[config.mk]
export PLATFORM = sky130hd
export DESIGN_NAME = hex_display_ctrl
export DESIGN_NICKNAME = d
export VERILOG_FILES = /design/src/rtl/hex_display_pkg.sv /design/src/rtl/hex_scan_timer.sv /design/src/rtl/hex_display_ctrl.sv
export SDC_FILE = /design/constraint.sdc
export NUM_CORES = 1
export LEC_CHECK = 0
export BUFFER_PORTS_ARGS = -buffer_cell sky130_fd_sc_hd__buf_2
export CAP_MARGIN = 20
export CORE_MARGIN = 2
export CORE_UTILIZATION = 55
export DETAILED_ROUTE_END_ITERATION = 10
export PLACE_DENSITY_LB_ADDON = 0.25
export RECOVER_POWER = 50
export SLEW_MARGIN = 20
export SYNTH_ARGS = -nofsm -noshare
export SYNTH_HDL_FRONTEND = slang
export SYNTH_HIERARCHICAL = 1
export SYNTH_SLANG_ARGS = --single-unit
[constraint.sdc]
create_clock -name clk -period 3.6 [get_ports clk]
set_input_delay 0.72 -clock clk [delete_from_list [all_inputs] [get_ports clk]]
set_output_delay 0.72 -clock clk [all_outputs]
set_load 0.03 [all_outputs]
[src/rtl/hex_display_pkg.sv]
// Shared constants for the hex display peripheral: register map,
// CTRL bit positions and the byte-lane merge helper.
package hex_display_pkg;

    localparam logic [3:0] VALUE_OFS = 4'h0;
    localparam logic [3:0] CTRL_OFS  = 4'h4;
    localparam logic [3:0] MASK_OFS  = 4'h8;

    localparam int EN_BIT    = 0;
    localparam int BLINK_BIT = 1;
    localparam int LZB_BIT   = 2;

    localparam logic [7:0] MASK_RST = 8'hFF;

    function automatic logic [31:0] be_merge(
        input logic [31:0] cur,
        input logic [31:0] wd,
        input logic [3:0]  be
    );
        logic [31:0] r;
        r = cur;
        for (int b = 0; b < 4; b++) begin
            if (be[b]) r[8*b +: 8] = wd[8*b +: 8];
        end
        return r;
    endfunction

endpackage

[src/rtl/hex_scan_timer.sv]
// Digit scan timing: prescaler, digit index, rotation counter and
// blink phase. Runs continuously, independent of the display enable.
module hex_scan_timer #(
    parameter int NUM_DIGITS = 8,
    parameter int SCAN_DIV   = 50000,
    parameter int BLINK_DIV  = 64,
    localparam int IW = (NUM_DIGITS > 1) ? $clog2(NUM_DIGITS) : 1
) (
    input  logic          clk,
    input  logic          rst,
    output logic [IW-1:0] index,
    output logic          blink_phase
);

    localparam int PW = $clog2(SCAN_DIV);
    localparam int BW = (BLINK_DIV > 1) ? $clog2(BLINK_DIV) : 1;

    logic [PW-1:0] presc;
    logic [BW-1:0] rot_cnt;
    logic          slot_tc;
    logic          rot_tc;

    assign slot_tc = (presc == PW'(SCAN_DIV - 1));
    assign rot_tc  = slot_tc && (index == IW'(NUM_DIGITS - 1));

    always_ff @(posedge clk or posedge rst) begin
        if (rst) begin
            presc       <= '0;
            index       <= '0;
            rot_cnt     <= '0;
            blink_phase <= 1'b0;
        end else begin
            presc <= slot_tc ? '0 : presc + 1'b1;
            if (slot_tc) begin
                index <= rot_tc ? '0 : index + 1'b1;
            end
            // phase flips on the same edge the index wraps to digit 0
            if (rot_tc) begin
                if (rot_cnt == BW'(BLINK_DIV - 1)) begin
                    rot_cnt     <= '0;
                    blink_phase <= ~blink_phase;
                end else begin
                    rot_cnt <= rot_cnt + 1'b1;
                end
            end
        end
    end

endmodule

[src/rtl/hex_display_ctrl.sv]
// Memory-mapped hex display controller with scan, mask and blink.
// Optional leading-zero blanking: HEX_DISPLAY_LEADING_ZERO_BLANK_EN.
module hex_display_ctrl
    import hex_display_pkg::*;
#(
    parameter int NUM_DIGITS = 8,
    parameter int SCAN_DIV   = 50000,
    parameter int BLINK_DIV  = 64
) (
    input  logic                  clk,
    input  logic                  rst,
    input  logic                  wr_en,
    input  logic                  rd_en,
    input  logic [3:0]            addr,
    input  logic [31:0]           wdata,
    input  logic [3:0]            wbe,
    output logic [31:0]           rdata,
    output logic                  ready,
    output logic [3:0]            nibble,
    output logic [NUM_DIGITS-1:0] digit_sel,
    output logic                  blank
);

    localparam int IW = (NUM_DIGITS > 1) ? $clog2(NUM_DIGITS) : 1;
`ifdef HEX_DISPLAY_LEADING_ZERO_BLANK_EN
    localparam int CTRL_W = 3;
`else
    localparam int CTRL_W = 2;
`endif

    logic [31:0]           value;
    logic [CTRL_W-1:0]     ctrl;
    logic [NUM_DIGITS-1:0] mask;
    logic [IW-1:0]         index;
    logic                  blink_phase;
    logic [31:0]           rd_mux;
    logic [3:0]            cur_nib;
    logic                  cur_blank;
    logic                  lz_blank;
    logic [NUM_DIGITS-1:0] cur_sel;

    hex_scan_timer #(
        .NUM_DIGITS (NUM_DIGITS),
        .SCAN_DIV   (SCAN_DIV),
        .BLINK_DIV  (BLINK_DIV)
    ) u_timer (
        .clk         (clk),
        .rst         (rst),
        .index       (index),
        .blink_phase (blink_phase)
    );

    always_comb begin
        rd_mux = '0;
        case (addr)
            VALUE_OFS: rd_mux = value;
            CTRL_OFS:  rd_mux = 32'(ctrl);
            MASK_OFS:  rd_mux = 32'(mask);
            default:   rd_mux = '0;
        endcase
    end

    // rdata is captured from the pre-write registers on the same edge
    always_ff @(posedge clk or posedge rst) begin
        if (rst) begin
            value <= '0;
            ctrl  <= '0;
            mask  <= MASK_RST[NUM_DIGITS-1:0];
            rdata <= '0;
            ready <= 1'b0;
        end else begin
            ready <= wr_en | rd_en;
            rdata <= rd_en ? rd_mux : '0;
            if (wr_en) begin
                case (addr)
                    VALUE_OFS: value <= be_merge(value, wdata, wbe);
                    CTRL_OFS:  if (wbe[0]) ctrl <= wdata[CTRL_W-1:0];
                    MASK_OFS:  if (wbe[0]) mask <= wdata[NUM_DIGITS-1:0];
                    default: ;
                endcase
            end
        end
    end

`ifdef HEX_DISPLAY_LEADING_ZERO_BLANK_EN
    logic [NUM_DIGITS-1:0] lz;

    // lz[i]: digit i and everything above it are zero; digit 0 exempt
    always_comb begin
        logic zacc;
        zacc = 1'b1;
        lz   = '0;
        for (int i = NUM_DIGITS - 1; i >= 0; i--) begin
            zacc  = zacc & (value[4*i +: 4] == 4'h0);
            lz[i] = zacc && (i != 0);
        end
    end

    assign lz_blank = ctrl[LZB_BIT] & lz[index];
`else
    assign lz_blank = 1'b0;
`endif

    assign cur_nib   = value[{index, 2'b00} +: 4];
    assign cur_blank = ~ctrl[EN_BIT] | ~mask[index]
                     | (ctrl[BLINK_BIT] & blink_phase) | lz_blank;
    assign cur_sel   = ~(NUM_DIGITS'(1) << index);

    always_ff @(posedge clk or posedge rst) begin
        if (rst) begin
            nibble    <= 4'h0;
            digit_sel <= '1;
            blank     <= 1'b1;
        end else begin
            nibble    <= cur_nib;
            blank     <= cur_blank;
            digit_sel <= cur_blank ? '1 : cur_sel;
        end
    end

endmodule

Yosys cells after proc, flatten, opt, wreduce, memory -nomap -nowiden. Index checks and enable logic that the tools add are counted.

Bitwise operators: 8. $lt $le $gt $ge: 1. Multiply operators: 0. Muxes and demuxes: 8. $add $sub $neg: 3. Divide/modulo/power cells: 0. Eq/ne operators: 5. Reductions and logical operators: 9. Shift operators: 2.

Operators by type and width (number): 32-bit case mux with 3 select lines (1); 32-bit two-way mux (1); 32-bit by 6-bit indexed part select with 4-bit output (1); 3-bit AND reduction (6); 16-bit by 1-bit adder with 16-bit output, second input constant (1); 16-bit == test, second input constant (1); 16-bit two-way mux (1); 8-bit two-way mux (1); 8-bit inverter (1); 1-bit by 3-bit left shift with 8-bit output, first input constant (1); 6-bit by 1-bit adder with 6-bit output, second input constant (1); 6-bit == test, second input constant (1); 6-bit two-way mux (1); 4-bit by 3-bit == test with 1-bit output, second input constant (1); 4-bit == test, second input constant (1); 4-bit logical NOT (1); 3-bit by 4-bit < comparator with 1-bit output, second input constant (1); 3-bit by 1-bit adder with 3-bit output, second input constant (1); 1-bit binary-select mux with 3-bit select (1); 3-bit == test, second input constant (1); 3-bit two-way mux (1); 1-bit inverter (3); 1-bit bitwise OR (3); 2-bit AND reduction (1); other kinds (3) (3).

Memories kept: 0. Bits in writable memories: 0. ROM bits: 0. Register bits after elaboration: 114. Logic and storage cells: 51. Output and inout bits: 46. Latch bits: 0.

Depth between registers and ports, before layout.
Word-level depth: 6. Mapped depth: 6. Gate-level depth less buffers: 6.

Cells and area by module. Netlist, hierarchy kept.

Modules (own cells, without submodules): hex_display_ctrl (times used 1, cells each 228, area an instance 3520.9 um^2); hex_scan_timer (times used 1, cells each 114, area an instance 1297.5 um^2).

Worst setup path before layout. No wires, ideal clock.

Path kind: input to register. Start point: input addr[2]. End point: register value[0]. Path buffers: 2. Cell stages on the path: 5. Setup slack: 1.604 ns. Arrival time: 1.872 ns. Cells stage by stage: clkbuf_2 > nor4_4 > and3_1 > buf_6 > mux2_2.

Cells in the longest elaborated chain, start to end: 2.

RTL lines: start: declaration (RTL line hex_display_ctrl.sv:14) `input logic [3:0] addr,`; 4-bit logical NOT (RTL line hex_display_ctrl.sv:75) `case (addr)`; 3-bit AND reduction (no source line); end signal: assignment (RTL line hex_display_ctrl.sv:76) `VALUE_OFS: value <= be_merge(value, wdata, wbe);`; end: declaration (RTL line hex_display_ctrl.sv:31) `logic [31:0] value;`.

Every way passes these cells. A chain may end at the register's enable or synchronous reset.

==> metrics.md <==
| Metric | Value |
|---|---|
| Post-layout min period | 2.268 ns |
| Port-buffer cells | 89 |
| Critical path peak fanout | 48 |
| Iteration-0 DRC Markers | 108 |
| Share of the clock period used by the worst path after layout | 63.01% |
| Yosys Warn Count | 6 |
| Cell taking the most area after synthesis | dfrtp_1 |
| Endpoint kind of the worst setup timing path | asynchronous set/reset pin |
| Syn_nets | 390 |
| Peak supply drop | 0.3274 mV |
| Number of remaining DRC errors | 0 |
| Post-CTS clock slew at the launch and capture registers of the worst setup and hold paths | 0.06 ns |
| Inserted Clock Buffers | 17 |
| GR met2 Demand/Resource | 38.46% |
| Worst endpoint required time | 4.10 ns |
| Number of top-level design ports | 90 |
| Beginning of the worst register-to-register path | u_timer/index[1] |
| Actual slew at the worst max-slew pin | 2.017 ns |
| Busiest grt layer | met2 |
| Via count of the first global-routing pass | 3306 |
| Worst path arrival time | 2.77 ns |
| Area used by sequential logic in the layout | 2874 um2 |
| Post-route antenna net violation count | 0 |
| Critical-path cell list | clkbuf_1, clkinvlp_2, clkbuf_1 |
| Number of detailed-route iterations in the first pass | 4 |
| Chip height | 97.60 um |
| Top FF cell, synth | dfrtp_1 |
| Share of power burned in registers | 42.1% |
| Flop and latch count out of synthesis | 114 |
| Max stage delay cell, worst path | clkinvlp_2 |
| Area of the die | 9526 um2 |
| Final number of hold-violating endpoints | 0 |
| RSZ-0062 raised after global routing | false |
| Part of the power in the clock network | 49.8% |
| Initial antenna violation count | 1 |
| Filler cell count in the final layout | 614 |
| Worst path top cell family by delay | buffers and inverters |
| Cell count of the worst reg-to-reg path | 6 |
| GRT Total Usage | 22.74% |
| Total buffers and inverters traversed by the critical path | 3 |
| Type of the worst min-delay path | in2async |
| Initial core utilization | 56.07% |
| Proportion of total power due to net switching | 22.99% |
| Fraction of power consumed by combinational cells | 8.1% |
| Routed length per instance | 18.23 um |
| Fraction of the yosys area taken by sequential cells | 59.65% |
| Vias | 3107 |
| Overall Power | 3.557 mW |
| Number of max-capacitance violations reported | 1 |
| Global-route wire length before repair | 16450 um |
| Cell type with the highest occurrence count on the critical path | clkbuf_1 |
| Capturing point of the worst reg2reg path | u_timer/rot_cnt[5] |
| Detail Placement HPWL | 6985 um |
| Area growth from synthesis to final layout | 24.28% |
| Type of origin of the critical path | primary input |
| Core area | 8593 um2 |
| Power density relative to cell area | 594.0 nW/um2 |
| Total gr overflow | 0 |
| Headroom to the max-slew limit | -35.21% |
| Pin count of the biggest net entering global routing | 49 |
| Per-instance average area after synthesis | 14.09 um2 |
| Violated checks | capacitance limit, slew limit |
| Hold_buf cts | 0 |
| Clock insertion delay at the later pin of the skew report | 0.51 ns |
| Global placement routability congestion | 0.8461 |
| Accumulated negative setup slack | 0 ns |
| Htree depth | 4 |
| Buffer cell driving the clock tree root | clkbuf_8 |
| Synthesized cell area | 4818 um2 |
| Synth area leaders | dfrtp_1, mux2_2, dfstp_2, mux4_2, and3_1 |
| Fraction of synthesized cell area taken by the top area cell type | 50.38% |
| Final routed wirelength across all metal layers | 10280 um |
| Buffers inserted during post-CTS setup optimization | 0 |
| Final setup violating endpoints | 0 |
| FFs w/ async S/R, synth | 100.0% |
| Kind of critical path | in2async |
| Avg Vias per Cell | 5.509 |
| Width of the chip | 97.60 um |
| Longest individual stage delay on the worst path | 1.15 ns |
| Sinks on Clock Net | 114 |
| Largest buffer count on any clock path | 2 |
| Setup clock skew after layout | 0.007924 ns |
| Share of post-route cells with drive strength above 1 | 47.69% |
| Rows | 34 |
| Met1 global-route usage | 28.25% |
| Register-to-Register Setup Slack | 1.35 ns |
| Outcome | finished, violations left |
| Number of nets in the finished design | 490 |
| Number of flops mapped to enable cells by yosys | 0 |
| LEAKAGE | 2.984 nW |
| Met3 global-route usage | 5.540% |
| Internal power | 2.739 mW |
| P_sw | 817.7 uW |
| Highest clock frequency the design can meet | 440.9 MHz |
| Count of different cell masters after synthesis | 43 |
| Fin. max-slew vios | 49 |
| TritonCTS clock tree | yes |
| Cell count after synthesis | 342 |
| Number of gates resized after CTS | 0 |
| Total area of multi-input combinational cells | 1856 um2 |
## state kept, by name (all words and copies together) (netlist names)
signal               count
u_timer/presc           16
u_timer/index            3
ready                    1
ctrl                     2
blank                    1
u_timer/blink_phase      1
mask                     8
digit_sel                8
nibble                   4
value                   32
rdata                   32
u_timer/rot_cnt          6
## stage by stage
| stage | area [um2] | worst slack [ns] | hold slack [ns] | utilization, % | std cells |
|---|---|---|---|---|---|
| 4_1_cts | 5989 | 1.362 | 0.3512 | 69.70 | 562 |
| 2_1_floorplan | 4818 | 0.6296 | 0.4368 | - | 342 |
| 5_1_grt | 5988 | 0.8621 | 0.09898 | 69.69 | 564 |
| 3_5_place_dp | 5356 | 1.375 | 0.4655 | 62.33 | 530 |
| 3_3_place_gp | 5356 | 1.445 | 0.4614 | 62.33 | 530 |
| 6_report | 5988 | 1.332 | 0.09663 | 69.69 | 564 |
## worst max path at each step
| stage | startpoint | endpoint | slack [ns] | depth (start not counted) |
|---|---|---|---|---|
| 2_1_floorplan | rst | ctrl[0] | 0.63 | 1 |
| 3_3_place_gp | addr[3] | value[8] | 1.44 | 5 |
| 3_5_place_dp | addr[3] | value[15] | 1.38 | 5 |
| 4_1_cts | u_timer/index[1] | u_timer/rot_cnt[5] | 1.36 | 6 |
| 5_1_grt | rst | rdata[4] | 0.86 | 3 |
| 6_report | rst | rdata[4] | 1.33 | 3 |
## kinds of logic (layout without fill, tap and decap cells)
kind of cell / Yosys count / in the layout / share of synthesized area (%)
AND/OR/NAND/NOR: 112 / 112 / 14.91
XOR/XNOR: 15 / 15 / 2.727
other: 0 / 1 / 0
AO/OA/AOI/OAI: 10 / 10 / 1.402
adder cells (fa/ha/maj): 4 / 4 / 1.039
buffers and inverters: 17 / 130 / 1.843
multiplexers: 70 / 70 / 18.44
flip-flops: 114 / 114 / 59.65
## cells in the final DEF, fill, tap and decap left out, drive strengths merged, types with 5 or more instances in the layout
cell type	count
dfrtp	97
buf	89
mux2	50
and3	27
clkbuf	25
nor2	24
nand3	20
dfstp	17
xor2	12
mux4	10
mux2i	10
nand2	8
nand4	8
clkinv	6
nor2b	5
## power groups by stage
| stage | Sequential (mW) | Combinational, mW | Clock [mW] |
|---|---|---|---|
| after floorplan | 1.51 | 0.180 | 0 |
| after global routing | 1.51 | 0.314 | 1.85 |
| after detailed placement | 1.51 | 0.290 | 0 |
| final | 1.50 | 0.288 | 1.77 |
| after global placement | 1.51 | 0.280 | 0 |
| after CTS | 1.49 | 0.293 | 1.80 |
## routing by layer
layer	wire (um)	up-vias
li1	-	1438
met1	4203	1568
met2	5373	86
met3	511	15
met4	194	0
met5	0	-
## Yosys cell counts, drive strengths merged, types with 8 or more instances
library cell and n:
xor2 12, and3 27, mux2 50, nand3 20, nand4 8, mux4 10, nand2 8, clkbuf 8
nor2 24, dfrtp 97, dfstp 17, mux2i 10
## worst register-to-register path: cells and delay by family (launching register included)
kind	cells	cell delay, ns
adders and majority gates	2	0.51
DFF	1	0.77
and+or+nand+nor	3	0.70
AOI/OAI and AO/OA	1	0.19
## area by class of cell
type / instances / share of cell area [%]
antenna: 1 / 0.04179
clock buffer: 20 / 7.606
clock inverter: 12 / 2.967
inverter: 4 / 0.2716
multi-input combinational: 211 / 30.99
sequential: 114 / 47.99
tap: 108 / 2.257
timing repair buffer: 94 / 7.877
(Power assumes the default switching activity.)
